===== config.mk =====
export PLATFORM = sky130hd
export DESIGN_NAME = evg_event_arbiter
export DESIGN_NICKNAME = d
export VERILOG_FILES = /design/src/rtl/evg_pkg.sv /design/src/rtl/evg_event_fifo.sv /design/src/rtl/evg_event_arbiter.sv
export SDC_FILE = /design/constraint.sdc
export NUM_CORES = 1
export LEC_CHECK = 0
export CORE_MARGIN = 5
export CORE_UTILIZATION = 41
export DETAILED_ROUTE_END_ITERATION = 16
export PLACE_DENSITY_LB_ADDON = 0.05
export RECOVER_POWER = 25
export SLEW_MARGIN = 5
export SYNTH_ARGS = -nofsm -noshare
export SYNTH_HDL_FRONTEND = slang
export SYNTH_SLANG_ARGS = --single-unit
export TNS_END_PERCENT = 5

===== constraint.sdc =====
create_clock -name evgTxClk -period 3.4 [get_ports evgTxClk]
set_clock_uncertainty 0.2 [all_clocks]
set_input_delay 0.68 -clock evgTxClk [delete_from_list [all_inputs] [get_ports evgTxClk]]
set_output_delay 0.68 -clock evgTxClk [all_outputs]
set_load 0.02 [all_outputs]

===== src/rtl/evg_pkg.sv =====
// Shared constants and helpers for the EVG event path.
// Source indices also fix the bit order of every per-source vector.
package evg_pkg;

  localparam int NUM_SOURCES = 4;

  localparam int SRC_SEQA = 0;
  localparam int SRC_SEQB = 1;
  localparam int SRC_HW   = 2;
  localparam int SRC_SW   = 3;

  localparam int unsigned NULL_EVENT_CODE         = 0;
  localparam logic [7:0]  END_OF_TABLE_EVENT_CODE = 8'h7F;

  typedef logic [NUM_SOURCES-1:0] src_mask_t;

  // Fixed priority hw > seqA > seqB > sw; returns a one-hot grant or zero.
  function automatic src_mask_t priority_grant(input src_mask_t nonempty);
    src_mask_t grant;
    grant = '0;
    if (nonempty[SRC_HW])        grant[SRC_HW]   = 1'b1;
    else if (nonempty[SRC_SEQA]) grant[SRC_SEQA] = 1'b1;
    else if (nonempty[SRC_SEQB]) grant[SRC_SEQB] = 1'b1;
    else if (nonempty[SRC_SW])   grant[SRC_SW]   = 1'b1;
    return grant;
  endfunction

endpackage


===== src/rtl/evg_event_fifo.sv =====
// Single-clock first-word-fall-through FIFO with async active-high reset.
// Pointers carry one extra wrap bit so full and empty are distinguishable.
module evg_event_fifo #(
  parameter int WIDTH = 8,
  parameter int DEPTH = 8
) (
  input  logic             clk,
  input  logic             rst,
  input  logic             push,
  input  logic [WIDTH-1:0] pushData,
  input  logic             pop,
  output logic             full,
  output logic             empty,
  output logic [WIDTH-1:0] headData
);

  localparam int AW = $clog2(DEPTH);

  logic [AW:0]      r_wr_ptr;
  logic [AW:0]      r_rd_ptr;
  logic [WIDTH-1:0] r_mem [DEPTH];

  logic w_do_push;
  logic w_do_pop;

  assign empty = (r_wr_ptr == r_rd_ptr);
  assign full  = (r_wr_ptr[AW] != r_rd_ptr[AW]) &&
                 (r_wr_ptr[AW-1:0] == r_rd_ptr[AW-1:0]);

  // A push into a full FIFO is legal only when the head leaves on the same edge.
  assign w_do_push = push && (!full || pop);
  assign w_do_pop  = pop && !empty;

  // NOTE: sequential state uses non-blocking assignments so every register
  // samples pre-edge values regardless of process evaluation order.
  always_ff @(posedge clk or posedge rst) begin
    if (rst) begin
      r_wr_ptr <= '0;
      r_rd_ptr <= '0;
    end else begin
      if (w_do_push) r_wr_ptr <= r_wr_ptr + (AW+1)'(1);
      if (w_do_pop)  r_rd_ptr <= r_rd_ptr + (AW+1)'(1);
    end
  end

  // NOTE: storage has no reset; the pointers alone define which entries are
  // valid, so the array maps onto plain RAM without a reset network.
  always_ff @(posedge clk) begin
    if (w_do_push) r_mem[r_wr_ptr[AW-1:0]] <= pushData;
  end

  assign headData = r_mem[r_rd_ptr[AW-1:0]];

endmodule


===== src/rtl/evg_event_arbiter.sv =====
// Merges four event-code producers through per-source FIFOs into one
// TVALID/TREADY output register, with sticky overflow flags and drop counters.
module evg_event_arbiter
  import evg_pkg::*;
#(
  parameter int EVENTCODE_WIDTH    = 8,
  parameter int FIFO_DEPTH         = 8,
  parameter int DROP_COUNTER_WIDTH = 8
) (
  input  logic                          evgTxClk,
  input  logic                          evgTxReset,
  input  logic [EVENTCODE_WIDTH-1:0]    seqAEventTDATA,
  input  logic                          seqAEventTVALID,
  input  logic [EVENTCODE_WIDTH-1:0]    seqBEventTDATA,
  input  logic                          seqBEventTVALID,
  input  logic [EVENTCODE_WIDTH-1:0]    hwEventTDATA,
  input  logic                          hwEventTVALID,
  input  logic [EVENTCODE_WIDTH-1:0]    swEventTDATA,
  input  logic                          swEventTVALID,
  input  logic                          statsClear,
  output logic [EVENTCODE_WIDTH-1:0]    evgEventTDATA,
  output logic                          evgEventTVALID,
  input  logic                          evgEventTREADY,
  output logic [3:0]                    overflowFlags,
  output logic [DROP_COUNTER_WIDTH-1:0] dropCountA,
  output logic [DROP_COUNTER_WIDTH-1:0] dropCountB,
  output logic [DROP_COUNTER_WIDTH-1:0] dropCountHw,
  output logic [DROP_COUNTER_WIDTH-1:0] dropCountSw,
  output logic [3:0]                    fifoNotEmpty
);

  localparam int W  = EVENTCODE_WIDTH;
  localparam int CW = DROP_COUNTER_WIDTH;

  logic [W-1:0] w_req_data [NUM_SOURCES];
  logic [W-1:0] w_head     [NUM_SOURCES];
  src_mask_t    w_req_raw;
  src_mask_t    w_req_valid;
  src_mask_t    w_full;
  src_mask_t    w_empty;
  src_mask_t    w_grant;
  src_mask_t    w_pop;
  src_mask_t    w_push;
  src_mask_t    w_drop;
  logic         w_load;
  logic [W-1:0] w_head_sel;

  logic          r_valid;
  logic [W-1:0]  r_data;
  src_mask_t     r_overflow;
  logic [CW-1:0] r_drop_cnt [NUM_SOURCES];

  assign w_req_data[SRC_SEQA] = seqAEventTDATA;
  assign w_req_data[SRC_SEQB] = seqBEventTDATA;
  assign w_req_data[SRC_HW]   = hwEventTDATA;
  assign w_req_data[SRC_SW]   = swEventTDATA;

  assign w_req_raw[SRC_SEQA] = seqAEventTVALID;
  assign w_req_raw[SRC_SEQB] = seqBEventTVALID;
  assign w_req_raw[SRC_HW]   = hwEventTVALID;
  assign w_req_raw[SRC_SW]   = swEventTVALID;

  assign w_load  = !r_valid || evgEventTREADY;
  assign w_grant = priority_grant(~w_empty);
  assign w_pop   = w_load ? w_grant : '0;

  for (genvar g = 0; g < NUM_SOURCES; g++) begin : g_src
    // Null codes are treated as no request: never stored, never counted.
    assign w_req_valid[g] = w_req_raw[g] && (w_req_data[g] != W'(NULL_EVENT_CODE));
    assign w_push[g]      = w_req_valid[g] && (!w_full[g] || w_pop[g]);
    assign w_drop[g]      = w_req_valid[g] && !w_push[g];

    evg_event_fifo #(
      .WIDTH (W),
      .DEPTH (FIFO_DEPTH)
    ) u_fifo (
      .clk      (evgTxClk),
      .rst      (evgTxReset),
      .push     (w_push[g]),
      .pushData (w_req_data[g]),
      .pop      (w_pop[g]),
      .full     (w_full[g]),
      .empty    (w_empty[g]),
      .headData (w_head[g])
    );
  end

  // NOTE: every signal written in always_comb gets a default first so no
  // path leaves it unassigned and no latch is inferred.
  always_comb begin
    w_head_sel = '0;
    for (int i = 0; i < NUM_SOURCES; i++) begin
      if (w_grant[i]) w_head_sel = w_head_sel | w_head[i];
    end
  end

  // TDATA keeps its last code when the register loads from all-empty FIFOs.
  always_ff @(posedge evgTxClk or posedge evgTxReset) begin
    if (evgTxReset) begin
      r_valid <= 1'b0;
      r_data  <= '0;
    end else if (w_load) begin
      r_valid <= |w_grant;
      if (|w_grant) r_data <= w_head_sel;
    end
  end

  // A drop on the same edge as statsClear wins and restarts the count at one.
  always_ff @(posedge evgTxClk or posedge evgTxReset) begin
    if (evgTxReset) begin
      r_overflow <= '0;
      for (int i = 0; i < NUM_SOURCES; i++) r_drop_cnt[i] <= '0;
    end else begin
      for (int i = 0; i < NUM_SOURCES; i++) begin
        if (w_drop[i]) begin
          r_overflow[i] <= 1'b1;
          if (statsClear)         r_drop_cnt[i] <= CW'(1);
          else if (!(&r_drop_cnt[i])) r_drop_cnt[i] <= r_drop_cnt[i] + CW'(1);
        end else if (statsClear) begin
          r_overflow[i] <= 1'b0;
          r_drop_cnt[i] <= '0;
        end
      end
    end
  end

  assign evgEventTVALID = r_valid;
  assign evgEventTDATA  = r_data;
  assign overflowFlags  = r_overflow;
  assign fifoNotEmpty   = ~w_empty;
  assign dropCountA     = r_drop_cnt[SRC_SEQA];
  assign dropCountB     = r_drop_cnt[SRC_SEQB];
  assign dropCountHw    = r_drop_cnt[SRC_HW];
  assign dropCountSw    = r_drop_cnt[SRC_SW];

endmodule

==> qor.yml, run 1 <==
viasPerCell: 5.21
drt-total-wl_um: 31300
htreeDepth: 2
rr_worst_depth: 6
crit_path_start_kind: "register"
finalNetCount: 1078
numCtsBuffers: 38
multi_input_area_um2: 4040
cp.arrival_ps: 2400
insertion_delay_ps: 510
grt_pass1_wl_um: 48600
r2r-start: "g_src[1].u_fifo.r_rd_ptr[3]"
p_total_mw: 13.3
grt_max_degree: 34
port_buffers: 88
postCtsHoldBufs: 0
leakage_nw: 6.13
cpPeakStageDelay_ps: 590
yosysWarnings: 0
slowest_stage: "or4_1"
run_status: "completed"
vias: 7838
coreArea_um2: 33400
required_ps: 2520
drc: 0
setup_ws_ps: 117
critical_path_class: "register to output pin"
yosysTopAreaCell: "edfxtp_1"
cts_tree: "done"
synthesis.nets: 883
maxCapViolations: 0
fp-row-count: 67
setup_viol: 0
dp_hpwl_um: 22100
critical_path.endpoint: "fifoNotEmpty[1]"
r2r_end: "g_src[3].u_fifo.r_mem[0][6]"
yosysTopAreaCellShare: 0.555
synthDistinctLibCells: 54
yosysSeqAreaShare: 0.694
period_needed_ps: 3280
end_kind: "output pin"
maxSlewHeadroom: 0.224
synthToLayoutAreaGrowth_pct: 23.5
insertedDiodeCount: 0
critical_path_buf_inv_count: 2
switchingPower_mw: 4.00
final_antenna_net_count: 0
async_reset_ff_frac: 0.231
clockBufferDepth: 3
clk_root_buffer_cell: "clkbuf_16"
grt_usage: 0.166
start_util: 0.414
seqPwrFrac: 0.410
netSwitchingFraction: 0.300
syn_inst: 831
power.density_nw_per_um2: 780
gp_congestion: 0.831
synth_edf_count: 256
p_int_mw: 9.35
crit_path_start: "g_src[1].u_fifo.r_rd_ptr[3]"
tightest_slew_ps: 1160
syn_area_um2: 13800
drive_above_1_share: 0.220
first_iter_violations: 428
drt_first_pass_iters: 5
fill_cells: 2762
die-height_um: 194
crit_family: "buffers and inverters"
rrSetupSlack_ps: 320
synth_ff_type: "edfxtp_1"
dieArea_um2: 37600
fin_setup_tns_ps: 0
place_area_um2: 15900
clkSinkCount: 333
fmax_mhz: 305
ys_seq_elements: 333
clkTransAtPathRegs_ps: 60
worst_hold_path_type: "register to register"
worstPathMaxFanout: 4
whs_path_depth: 1
fin_hold_ws_ps: 274
overflow: 0
worstPathCellList: "xor2_1 > or4_1 > buf_4 > clkdlybuf4s50_1"
die_w_um: 194
post_cts.repair.setup_buffers: 0
yosys-top-cells-area: "edfxtp_1 56%, dfrtp_1 14%, mux4_2 10%"
period_share: 0.966
stdcell_area_um2: 17100
rsz0062_at_grt: "no"
syn_area_per_cell_um2: 16.7
vdd_drop_max_mv: 0.417
power_frac_comb: 0.294
wl_per_cell_um: 20.9
pwr-share-clk: 0.296
hold_violations: 0
num_io_pins: 89
drv_slew: 0
grt_pass1_vias: 8212
cp.depth: 4
antenna_found_initial: 1
dp_slack_ps: -295
seqCellArea_um2: 9610
-- cell type report --
class	instances	share of cell area
repair buffers	197	0.0959
clock inverters	15	0.00863
inverters	8	0.00183
multi-input cells	448	0.236
clock buffers	54	0.0627
well taps	448	0.0328
flip-flops and latches	333	0.562
-- routing by layer --
layer  global-route usage  vias up  part of all wire  routed length, um
met2                0.272      182              0.49              15300
li1                     -     3636                 -                  -
met1                0.233     3978              0.44              13800
met4               0.0427        0             0.021                645
met3               0.0281       42             0.050               1550
met5                    0        -                 0                  0
-- synth_stat cells, types with 8 or more instances --
cell type / instances
nand2_1: 52
nor3_1: 14
dfrtp_1: 77
nor2_1: 53
o21ai_0: 16
mux4_2: 63
xor2_1: 28
clkbuf_1: 24
mux2i_1: 26
ha_1: 12
buf_2: 9
a31oi_1: 8
mux2_2: 16
o22ai_1: 8
or4_1: 8
nand2b_1: 8
nand4_1: 17
and3_1: 14
nand3_1: 17
edfxtp_1: 256
xnor2_1: 26
-- cells by family after synthesis --
kind of cell | share of synthesized area
AO/OA/AOI/OAI | 0.0295
buffers and inverters | 0.0157
multiplexers | 0.136
flip-flops | 0.694
adder cells (fa/ha/maj) | 0.0108
AND/OR/NAND/NOR | 0.0782
XOR/XNOR | 0.0353
-- worst reg2reg max path, delay by kind of cell (launching register included) --
kind | cells | cell delay, ps
simple gates | 4 | 1750
compound gates | 1 | 220
flops | 1 | 380
xor+xnor | 1 | 170
-- layout by cell type (no fill, tap or decap), drive strengths merged, types with 17 or more instances in the layout --
cell type,n
buf,90
clkbuf,73
clkdlybuf4s50,64
dfrtp,77
dlygate4sd3,24
edfxtp,256
mux2i,26
mux4,64
nand2,52
nand3,17
nand4,17
nor2,53
xnor2,26
xor2,29
-- power by group through the flow --
stage               sequential (mW)  combinational (mW)  clock [mW]
floorplan                      5.50                2.46           0
global placement               5.51                3.97           0
detailed placement             5.55                4.03           0
CTS                            5.47                4.04        4.06
global route                   5.53                4.28        4.24
finish                         5.47                3.92        3.95
-- registers in the layout, summed over array words and instances (netlist names) --
signal / flops
g_src.u_fifo.r_rd_ptr: 16
dropCountB: 8
evgEventTVALID: 1
g_src.u_fifo.r_mem: 256
dropCountSw: 8
dropCountHw: 8
overflowFlags: 4
dropCountA: 8
g_src.u_fifo.r_wr_ptr: 16
evgEventTDATA: 8
-- stage by stage --
step,util,cells
6_report,0.511,1503
5_1_grt,0.511,1503
2_1_floorplan,-,831
3_5_place_dp,0.477,1434
3_3_place_gp,0.477,1434
4_1_cts,0.513,1503
-- how the worst min path moves through the flow --
stage | end | from | slack [ps]
after floorplan | g_src[0].u_fifo.r_wr_ptr[3] | g_src[0].u_fifo.r_wr_ptr[3] | 260
after global placement | overflowFlags[0] | overflowFlags[0] | 270
after detailed placement | overflowFlags[0] | overflowFlags[0] | 270
after CTS | dropCountSw[3] | evgTxReset | 280
after global routing | overflowFlags[0] | overflowFlags[0] | 300
final | overflowFlags[0] | overflowFlags[0] | 270
-- repair_timing --
action,CTS,global route
resized for setup,2,1
pin swaps,0,0
endpoints found under the setup margin,16,8
cloned,0,0
(Power assumes the default switching activity.)
==> inputs of run 2 (changes only) <==
--- a/config.mk
+++ b/config.mk
@@ -6,7 +6,7 @@
 export NUM_CORES = 1
 export LEC_CHECK = 0
 export CORE_MARGIN = 5
-export CORE_UTILIZATION = 41
+export CORE_UTILIZATION = 55
 export DETAILED_ROUTE_END_ITERATION = 16
 export PLACE_DENSITY_LB_ADDON = 0.05
 export RECOVER_POWER = 25
==> constraint.sdc (replaced) <==
create_clock -name evgTxClk -period 3.7 [get_ports evgTxClk]
set_clock_uncertainty 0.2 [all_clocks]
set_input_delay 0.74 -clock evgTxClk [delete_from_list [all_inputs] [get_ports evgTxClk]]
set_output_delay 0.74 -clock evgTxClk [all_outputs]
set_load 0.02 [all_outputs]
==> run 2 against run 1 <==
Sequential share of layout area rose by 1.7 points. Largest power group unchanged. Critical path type unchanged. First-iteration DRC count rose by 50%. Via count fell by 2.1%.
==> qor.yml, run 2 (synthesis results as in run 1) <==
port_buffers: 88
p_int_mw: 8.47
clk_root_buffer_cell: "clkbuf_16"
start_util: 0.555
clockBufferDepth: 3
cp.arrival_ps: 2500
antenna_found_initial: 0
rsz0062_at_grt: "no"
coreArea_um2: 25000
utilization: 0.665
synthToLayoutAreaGrowth_pct: 19.8
r2r-start: "g_src[1].u_fifo.r_wr_ptr[1]"
min_from: "g_src[0].u_fifo.r_wr_ptr[3]"
worstPathCellList: "xor2_1 > or4_1 > buf_4 > clkdlybuf4s50_1"
grt_pass1_wl_um: 45400
period_needed_ps: 3440
grt_pass1_vias: 7968
end_kind: "output pin"
fin_setup_tns_ps: 0
largest_reg_flops: 256
leakage_nw: 5.92
vdd_drop_max_mv: 0.491
post_cts.repair.setup_buffers: 0
drt-total-wl_um: 28900
hold_violations: 0
tightest_slew_ps: 1220
slowest_stage: "or4_1"
wl_met2_um: 14400
required_ps: 2760
power_frac_comb: 0.276
insertedDiodeCount: 0
wl_per_cell_um: 21.7
fp-row-count: 58
netSwitchingFraction: 0.296
seqPwrFrac: 0.424
mostFrequentLayoutCells: "256 x edfxtp_1, 77 x dfrtp_1, 63 x mux4_2, 63 x clkdlybuf4s50_1, 53 x nor2_1"
final_common_cell: "edfxtp_1"
critical_path_class: "register to output pin"
dp_hpwl_um: 20000
die_w_um: 169
drive_above_1_share: 0.190
insertion_delay_ps: 500
cts_tree: "done"
cts_resized: 0
power.density_nw_per_um2: 724
first_iter_violations: 644
cpPeakStageDelay_ps: 570
final_antenna_net_count: 0
clkSinkCount: 333
die-height_um: 169
crit_path_start: "g_src[1].u_fifo.r_wr_ptr[1]"
crit_family: "buffers and inverters"
vias: 7677
drc: 0
maxCapViolations: 0
wl_met1_um: 12300
run_status: "completed"
wl_met3_um: 1500
grt_max_degree: 43
period_share: 0.929
postCtsHoldBufs: 0
setup_viol: 0
overflow: 0
drv_slew: 0
fill_cells: 1765
finalNetCount: 1030
worst_hold_path_type: "register to register"
worstPathMaxFanout: 9
critical_path_buf_inv_count: 2
maxSlewHeadroom: 0.183
crit_path_start_kind: "register"
fmax_mhz: 291
viasPerCell: 5.76
pwr-share-clk: 0.300
clkTransAtPathRegs_ps: 60
numCtsBuffers: 36
routed.top_layer: "met4"
htreeDepth: 2
switchingPower_mw: 3.55
gp_congestion: 0.858
drt_first_pass_iters: 4
dieArea_um2: 28500
num_io_pins: 89
grt_usage: 0.208
## run 2: final cells by class
class / instances / area [um2] / share of cell area
Clock buffer: 42 / 945 / 0.0569
Tap cell: 330 / 413 / 0.0249
Timing Repair Buffer: 151 / 1330 / 0.0801
Multi-Input combinational cell: 448 / 4020 / 0.242
Clock inverter: 20 / 248 / 0.0149
Inverter: 8 / 31.3 / 0.00188
Sequential cell: 333 / 9610 / 0.579
## run 2: final timing paths
kind / endpoint / slack (ps) / depth (start not counted)
max: fifoNotEmpty[1] / 260 / 4
min: g_src[0].u_fifo.r_wr_ptr[3] / 290 / 1
max reg2reg: g_src[3].u_fifo.r_mem[4][4] / 380 / 7
min reg2reg: g_src[0].u_fifo.r_wr_ptr[3] / 290 / 1
max in group asynchronous: dropCountB[7] / 2160 / 3
min in group asynchronous: g_src[1].u_fifo.r_rd_ptr[1] / 490 / 2
## run 2: per-layer routing
metal,GRT usage,vias up
li1,-,3534
met1,0.284,3910
met2,0.344,186
met3,0.0395,47
met4,0.0614,0
met5,0,-
## run 2: power groups by stage
| stage | combinational (mW) | sequential, mW | clock [mW] |
|---|---|---|---|
| after floorplan | 2.25 | 5.06 | 0 |
| after global placement | 3.31 | 5.12 | 0 |
| after detailed placement | 3.38 | 5.17 | 0 |
| after CTS | 3.40 | 5.10 | 3.67 |
| after global routing | 3.61 | 5.15 | 3.85 |
| final | 3.32 | 5.09 | 3.61 |
## run 2: through the flow
| step | total power [mW] | setup slack [ps] | cell area [um2] | std cells | hold slack [ps] |
|---|---|---|---|---|---|
| floorplan | 7.31 | 154 | 13800 | 831 | 260 |
| global placement | 8.43 | 126 | 15400 | 1270 | 268 |
| detailed placement | 8.55 | 79.0 | 15400 | 1270 | 275 |
| CTS | 12.2 | 229 | 16600 | 1332 | 286 |
| global route | 12.6 | 175 | 16600 | 1332 | 302 |
| finish | 12.0 | 261 | 16600 | 1332 | 287 |
==> inputs of run 3 (changes only) <==
--- a/config.mk
+++ b/config.mk
@@ -10,7 +10,6 @@
 export DETAILED_ROUTE_END_ITERATION = 16
 export PLACE_DENSITY_LB_ADDON = 0.05
 export RECOVER_POWER = 25
-export SLEW_MARGIN = 5
 export SYNTH_ARGS = -nofsm -noshare
 export SYNTH_HDL_FRONTEND = slang
 export SYNTH_SLANG_ARGS = --single-unit
==> results of run 3 <==
Same layout as run 2: the final DEF is identical, and so are final timing and power.
